`src/rtl/sig_pkg.sv`:
```
// Shared constants and round-robin pick helper for the signed multiplier arbiter.
// Latency: n/a (package only).
// Backpressure: n/a (package only).
// Contents: SIG_W operand width, SIG_PW product width, rr_pick(valid, ptr, nreq) -> {found, index}.
package sig_pkg;

   localparam int SIG_W  = 4;
   localparam int SIG_PW = 8;

   // Returns {found, index[2:0]} for the first set bit of valid[nreq-1:0]
   // searching ptr, ptr+1, ... with wrap at nreq. Supports up to 8 requesters.
   // The loop runs from the farthest offset down to offset 0, so the nearest
   // valid requester to ptr is the one that sticks.
   function automatic logic [3:0] rr_pick(input logic [7:0]  valid,
                                          input logic [2:0]  ptr,
                                          input int unsigned nreq);
      logic [3:0] res;
      int         idx;
      res = 4'h0;
      for (int k = 7; k >= 0; k--) begin
         idx = int'(ptr) + k;
         // ptr < nreq and k < nreq, so one subtraction is enough to wrap
         if (idx >= int'(nreq)) idx = idx - int'(nreq);
         if ((k < int'(nreq)) && valid[idx[2:0]]) res = {1'b1, idx[2:0]};
      end
      return res;
   endfunction

endpackage

```
`src/rtl/sig_mul_arbiter_sig.sv`:
```
// Signed 4x4 -> 8 multiplier (SIG), full-precision two's complement product.
// Latency: combinational, 0 cycles.
// Backpressure: none; the enclosing pipeline holds the operands when stalled.
// Ports: iX1, iX2 signed operands; oY signed product.
module sig_mul_arbiter_sig
   import sig_pkg::*;
(
   input  logic [SIG_W-1:0]  iX1,
   input  logic [SIG_W-1:0]  iX2,
   output logic [SIG_PW-1:0] oY
);

   logic signed [SIG_PW-1:0] x1_ext;
   logic signed [SIG_PW-1:0] x2_ext;

   // Sign-extend to product width; the low SIG_PW bits of the product are
   // then exact for every 4-bit operand pair (-8*-8 = +64 fits).
   assign x1_ext = {{(SIG_PW-SIG_W){iX1[SIG_W-1]}}, iX1};
   assign x2_ext = {{(SIG_PW-SIG_W){iX2[SIG_W-1]}}, iX2};
   assign oY     = x1_ext * x2_ext;

endmodule

```
`src/rtl/sig_mul_arbiter.sv`:
```
// Round-robin arbiter sharing one signed 4x4 multiplier among NREQ requesters.
// Latency: 2 cycles from request transfer to oRspValid, plus one per stall cycle.
// Backpressure: oRspValid & ~iRspReady freezes both stages and drops all oReqReady.
// Ports: iClk/iRst (sync, active-high); iReqValid/iReqX1/iReqX2 in, oReqReady out
//        per requester; oRspValid/oRspId/oRspY out, iRspReady in for the response.
module sig_mul_arbiter
   import sig_pkg::*;
#(
   parameter  int NREQ = 4,
   localparam int IDW  = $clog2(NREQ)
)(
   input  logic                  iClk,
   input  logic                  iRst,
   input  logic [NREQ-1:0]       iReqValid,
   input  logic [SIG_W*NREQ-1:0] iReqX1,
   input  logic [SIG_W*NREQ-1:0] iReqX2,
   output logic [NREQ-1:0]       oReqReady,
   output logic                  oRspValid,
   output logic [IDW-1:0]        oRspId,
   output logic [SIG_PW-1:0]     oRspY,
   input  logic                  iRspReady
);

   logic [IDW-1:0]    ptr;
   logic [IDW-1:0]    ptr_nxt;
   logic [7:0]        valid_pad;
   logic [3:0]        pick;
   logic [2:0]        pick_idx;
   logic              grant_vld;
   logic [IDW-1:0]    grant_id;
   logic              stall;

   // stage A: operand register
   logic              a_vld;
   logic [IDW-1:0]    a_id;
   logic [SIG_W-1:0]  a_x1;
   logic [SIG_W-1:0]  a_x2;
   logic [SIG_PW-1:0] a_y;

   assign stall = oRspValid & ~iRspReady;

   always_comb begin
      valid_pad = '0;
      valid_pad[NREQ-1:0] = iReqValid;
   end

   assign pick      = rr_pick(valid_pad, 3'(ptr), NREQ);
   assign pick_idx  = pick[2:0];
   assign grant_id  = IDW'(pick_idx);
   // A grant is always to a valid requester, so grant_vld is also "transfer"
   assign grant_vld = pick[3] & ~stall & ~iRst;

   always_comb begin
      oReqReady = '0;
      if (grant_vld) oReqReady[grant_id] = 1'b1;
   end

   assign ptr_nxt = (int'(grant_id) == NREQ-1) ? '0 : grant_id + IDW'(1);

   sig_mul_arbiter_sig u_sig (
      .iX1 (a_x1),
      .iX2 (a_x2),
      .oY  (a_y)
   );

   always_ff @(posedge iClk) begin
      if (iRst) begin
         ptr       <= '0;
         a_vld     <= 1'b0;
         a_id      <= '0;
         a_x1      <= '0;
         a_x2      <= '0;
         oRspValid <= 1'b0;
         oRspId    <= '0;
         oRspY     <= '0;
      end else if (!stall) begin
         if (grant_vld) ptr <= ptr_nxt;
         // Operands are captured even without a grant; only a_vld matters then
         a_vld     <= grant_vld;
         a_id      <= grant_id;
         a_x1      <= iReqX1[int'(grant_id)*SIG_W +: SIG_W];
         a_x2      <= iReqX2[int'(grant_id)*SIG_W +: SIG_W];
         oRspValid <= a_vld;
         oRspId    <= a_id;
         oRspY     <= a_y;
      end
   end

endmodule

```
`config.mk`:
```
export PLATFORM = sky130hd
export DESIGN_NAME = sig_mul_arbiter
export DESIGN_NICKNAME = d
export VERILOG_FILES = /design/src/rtl/sig_pkg.sv /design/src/rtl/sig_mul_arbiter_sig.sv /design/src/rtl/sig_mul_arbiter.sv
export SDC_FILE = /design/constraint.sdc
export NUM_CORES = 1
export LEC_CHECK = 0
export ABC_CLOCK_PERIOD_IN_PS = 6570
export CAP_MARGIN = 20
export CORE_MARGIN = 2
export CORE_UTILIZATION = 52
export CTS_CLUSTER_SIZE = 8
export DETAILED_ROUTE_END_ITERATION = 10
export HOLD_SLACK_MARGIN = 0.03
export PLACE_DENSITY = 0.86
export SYNTH_ARGS = -nofsm -noshare
export SYNTH_HDL_FRONTEND = slang
export SYNTH_SLANG_ARGS = --single-unit
export TNS_END_PERCENT = 30
```
`constraint.sdc`:
```
create_clock -name iClk -period 6.57 [get_ports iClk]
set_clock_uncertainty 0.15 [all_clocks]
set_input_delay 1.314 -clock iClk [delete_from_list [all_inputs] [get_ports iClk]]
set_output_delay 1.314 -clock iClk [all_outputs]
set_load 0.005 [all_outputs]
```
* Word-level counts from Yosys, hierarchy flattened
Index checks and enable logic that the tools add are counted.
Word-level totals: register bits 24, input bits 39, output and inout bits 15, logic and storage cells 58
Operators by class: add/subtract/negate cells 8, $mul 1, magnitude comparators 10, equality and inequality tests 1, shift operators 2, muxes and demuxes 20, bitwise logic cells 6, reductions and logical operators 2
Operators by type and width (number):
- variable part select 16 x 5 -> 4 bit | 2
- 2-to-1 mux 4 bit | 5
- < comparator 3 x 4 -> 1 bit (second input constant) | 4
- binary-select mux 1 bit (select 3 bit) | 4
- 2-to-1 mux 3 bit | 4
- >= comparator 3 bit (second input constant) | 3
- subtractor 3 bit (second input constant) | 3
- multiplier 4 x 4 -> 8 bit | 1
- adder 2 x 2 -> 3 bit (second input constant) | 2
- 2-to-1 mux 1 bit | 5
- adder 2 x 1 -> 3 bit (second input constant) | 1
- AND 1 bit | 3
- >= comparator 2 x 3 -> 1 bit (second input constant) | 1
- < comparator 2 x 3 -> 1 bit (second input constant) | 1
- NOT 1 bit | 3
- subtractor 2 x 3 -> 3 bit (second input constant) | 1
- adder 2 x 1 -> 2 bit (second input constant) | 1
- demux 1 bit (select 2 bit) | 1
- equality test 2 x 1 -> 1 bit (second input constant) | 1
- >= comparator 2 x 1 -> 1 bit (second input constant) | 1
- 2-to-1 mux 2 bit | 1
- AND reduction 2 bit | 1
- logical AND 1 bit | 1

* Logic depth before layout (Yosys ltp)
depth after elaboration 14, mapped depth 14, gate-level depth less buffers 14

* By module
From an unflattened synthesis, not the netlist that was laid out.
Unflattened totals: cells, all modules 254, area total of the unflattened synthesis 2159.6 um^2
Modules (own cells, without submodules):
- sig_mul_arbiter | times used 1, cells each 195, area each 1594.0 um^2, seq. area each 480.5 um^2
- sig_mul_arbiter_sig | times used 1, cells each 59, area each 565.5 um^2, seq. area each 0.0 um^2

* Worst setup path after synthesis
OpenSTA, ideal clock, no wires.
kind in2out, start in iReqValid[2], end out oReqReady[3], data arrival time 2.780 ns, required time 5.106 ns, setup slack 2.326 ns, stages 8, path buffers 1, cell sequence or3b_2 > a32oi_2 > nand3_1 > a22oi_2 > buf_6 > inv_1 > ha_1 > and2_1
Between the ends: longest elaborated chain between the ends 11, elaborated cells between the ends (all ways) 20, those cells by class order compare: 2; mux: 15; bitwise: 2; reduce/logical: 1
RTL lines:
- start: declaration | RTL line sig_mul_arbiter.sv:14 | input logic [NREQ-1:0] iReqValid,
- binary-select mux 1 bit (select 3 bit) | RTL line sig_pkg.sv:24 | if ((k < int'(nreq)) && valid[idx[2:0]]) res = {1'b1, idx[2:0]};
- 2-to-1 mux 1 bit (not written as such) | RTL line sig_pkg.sv:24
- 2-to-1 mux 4 bit (3 in series) | RTL line sig_pkg.sv:24
- 2-to-1 mux 4 bit (*) | RTL line sig_pkg.sv:24
- named net pick[0] | RTL line sig_mul_arbiter.sv:27 | logic [3:0] pick;
- < comparator 2 x 3 -> 1 bit (not written as such) / >= comparator 2 x 1 -> 1 bit (equally long branches) | RTL line sig_mul_arbiter.sv:55 | if (grant_vld) oReqReady[grant_id] = 1'b1;
- logical AND 1 bit (not written as such) | RTL line sig_mul_arbiter.sv:55
- 2-to-1 mux 1 bit (not written as such) | RTL line sig_mul_arbiter.sv:55
- demux 1 bit (select 2 bit) (*) | RTL line sig_mul_arbiter.sv:55
- 2-to-1 mux 4 bit (*) | RTL line sig_mul_arbiter.sv:55
- end: declaration | RTL line sig_mul_arbiter.sv:17 | output logic [NREQ-1:0] oReqReady,
Mark *: on every way through the listed nets, which the timed path passes. The rest lies on a longest branch. The select of a mux whose other input is x is not followed.

* Worst setup path in the final report
start in iReqValid[3], end out oReqReady[3]
The elaborated chain is that of the path after synthesis.

==> flow_metrics.py <==
metrics = {
    "placement": {
        "place_hpwl_mm": 3.13,
        "place_ws_ns": 1.27,
        "io_buffers": 53,
        "place_congestion": 0.804,
    },
    "yosys": {
        "ys_seq_area_frac": 0.252,
        "synth_common_cells": "dfxtp_1, nand2_1, ha_1, mux2i_1, nand3_1",
        "synth_top_area_cell": "dfxtp_1",
        "syn_avg_cell_area_um2": 9.00,
        "ys_ff_latch": 24,
        "ys_warn_count": 0,
        "synthFlopType": "dfxtp_1",
        "synth_most_common_cell": "dfxtp_1",
        "synth.top_cell.area_share": 0.252,
        "syn_area_mm2": 0.00191,
        "synthDistinctLibCells": 38,
        "netlist_instances": 212,
        "synth_area_leaders": "dfxtp_1, ha_1, fa_1",
        "postSynth.asyncResetShare": 0,
        "synth_edf_count": 0,
        "synth_nets": 277,
    },
    "worst_setup_path": {
        "cpMostUsedCell": "clkdlybuf4s50_1",
        "start_kind": "input port",
        "crit_cells": 9,
        "worstPathRequired_ns": 5.11,
        "cp_max_fo": 7,
        "worstRegToRegCells": 14,
        "crit_slowest_cell": "clkdlybuf4s50_1",
        "setup.worst_path.end": "oReqReady[3]",
        "slowest_delay_ns": 0.57,
        "criticalPathCategory": "input port to output pin",
        "crit_family": "buffers and inverters",
        "r2r_start": "a_x2[3]",
        "reg2reg_slack_ns": 2.82,
        "r2r_end": "oRspY[7]",
        "cp_cell_sequence": "clkdlybuf4s50_1 > or3b_1 > a32oi_2 > nand3_1 > a22oi_2 > inv_1 > ha_1 > and2_1 > clkdlybuf4s50_1",
        "path_buf_inv": 3,
        "worstSetupEndpointType": "output pin",
        "worstPathArrival_ns": 3.83,
        "startpoint": "iReqValid[3]",
    },
    "clock_network": {
        "cts.sinks": 24,
        "cts.clk_slew.worst_paths_ns": 0.09,
        "cts_root_buffer": "clkbuf_8",
        "cts_tree": "built",
        "cts_resized": 0,
        "cts_buffer_depth": 2,
        "worstSkewPairLatency_ns": 0.27,
        "holdBufCountCts": 0,
        "cts_setup_buffers": 0,
        "htree_levels": 1,
        "cts_made_buffers": 3,
    },
    "sta": {
        "worst_pin_slew_ns": 0.646,
        "slew_headroom": 0.568,
        "rsz0062_at_grt": "false",
        "fin_crit_ns": 5.29,
        "fmax_ghz": 0.189,
        "hold_viol_final": 0,
        "tns_ns": 0,
        "drv_slew": 0,
        "fin_ws_ns": 1.28,
        "final.period_utilization": 0.806,
        "setup_viol": 0,
    },
    "die": {
        "die_y_um": 64.6,
        "die-width_um": 64.6,
        "die_area_mm2": 0.00417,
        "design.core.area_mm2": 0.00361,
        "start_util": 0.529,
        "io_pins": 54,
        "rows": 22,
    },
    "layout": {
        "area_growth_pct": 31.7,
        "nets": 327,
        "drive_above_1_share": 0.0536,
        "n_antenna_cell": 0,
        "final_core_util": 0.697,
    },
    "power_and_ir_drop": {
        "pwr-share-seq": 0.266,
        "switchingPower_mw": 0.389,
        "p_leak_nw": 1.11,
        "p_int_mw": 0.569,
        "powerDensity_mw_per_mm2": 381,
        "ir_drop_uv": 222,
        "sw_frac_of_total": 0.406,
        "p_comb_frac": 0.596,
        "p_clk_frac": 0.137,
    },
    "grt": {
        "track_usage": 0.214,
        "grt_max_degree": 22,
        "overflow": 0,
        "grt_pass1_wl_mm": 7.07,
        "antenna_found_initial": 0,
        "grt_pass1_vias": 1676,
    },
    "route": {
        "drt_iter0_drc": 93,
        "drc_errors": 0,
        "avgViaCountPerCell": 5.47,
        "dr.pass1.iters": 4,
        "vias": 1689,
        "wl_mm": 4.16,
        "routedWlPerCell_um": 13.4,
        "drtAntennaViolNets": 0,
    },
    "outcome": {
        "run_status": "finished, final reports clean",
    },
    "hold_path": {
        "worstHoldPathType": "register to register",
    },
    "run": {
        "drv_cap": 0,
    },
}
## power by group through the flow
stage | Clock (mW) | Sequential, mW | Combinational (mW)
finish | 0.131 | 0.255 | 0.571
floorplan | 0 | 0.234 | 0.449
detailed placement | 0 | 0.258 | 0.567
global route | 0.138 | 0.262 | 0.648
global placement | 0 | 0.256 | 0.550
CTS | 0.133 | 0.254 | 0.576
## kinds of logic (layout without fill, tap and decap cells)
group,after synthesis,count (layout),share of synthesized area
buffers and inverters,22,71,0.0616
adder cells (fa/ha/maj),26,26,0.206
flip-flops,24,24,0.252
AO/OA/AOI/OAI,41,41,0.155
AND/OR/NAND/NOR,74,74,0.197
XOR/XNOR,6,6,0.0275
multiplexers,19,19,0.101
## area by class of cell
type | instances | area [um2]
clock buffers | 3 | 41.3
fillers | 292 | 1090
multi-input cells | 166 | 1310
well taps | 48 | 60.1
flip-flops and latches | 24 | 480
repair buffers | 55 | 546
inverters | 12 | 45.0
clock inverters | 1 | 30.0
## worst register-to-register path, delay by kind of cell (launching register included)
| kind | cells | cell delay (ns) |
|---|---|---|
| AND/OR/NAND/NOR | 2 | 0.19 |
| buffers and inverters | 3 | 0.24 |
| XOR/XNOR | 1 | 0.16 |
| adder cells (fa/ha/maj) | 5 | 2.14 |
| AO/OA/AOI/OAI | 3 | 0.35 |
| flip-flops | 1 | 0.46 |
## how the worst min path moves through the flow
stage / to / cells after the start / startpoint
floorplan: oRspId[0] / 2 / a_id[0]
global placement: oRspY[1] / 2 / oRspY[1]
detailed placement: oRspY[0] / 2 / oRspY[0]
CTS: oRspY[0] / 2 / oRspY[0]
global route: oRspY[0] / 2 / oRspY[0]
finish: oRspY[6] / 2 / oRspY[6]
## through the flow
step	power, mW	std cells	instance area, um2	hold WS [ns]
final	0.958	309	2510	0.306
after global routing	1.05	309	2510	0.327
after CTS	0.962	309	2510	0.310
after detailed placement	0.825	305	2440	0.298
after global placement	0.806	305	2440	0.292
after floorplan	0.683	212	1910	0.287
## sequential cells by signal, summed over array words and instances (netlist names)
signal	flops
oRspY	8
a_x1	4
a_x2	4
a_id	2
oRspId	2
ptr	2
a_vld	1
oRspValid	1
## routing by layer
| metal | vias up | track usage | part of all wire |
|---|---|---|---|
| li1 | 842 | - | - |
| met4 | 0 | 0.0505 | 0.0058 |
| met5 | - | 0 | 0 |
| met3 | 4 | 0.0399 | 0.045 |
| met1 | 796 | 0.236 | 0.41 |
| met2 | 47 | 0.418 | 0.54 |
## placed cells by master, fill, tap and decap left out, drive strengths merged, types with 3 or more instances in the layout
cell type	instances
ha	17
and2	13
clkbuf	3
nor2	8
nor2b	3
nand2	22
a211oi	5
o21ai	4
mux2i	17
nand3	16
inv	11
clkdlybuf4s50	53
o221ai	8
a21oi	14
xnor2	6
nand2b	5
dfxtp	24
fa	9
Power figures use the tool's default switching activity.
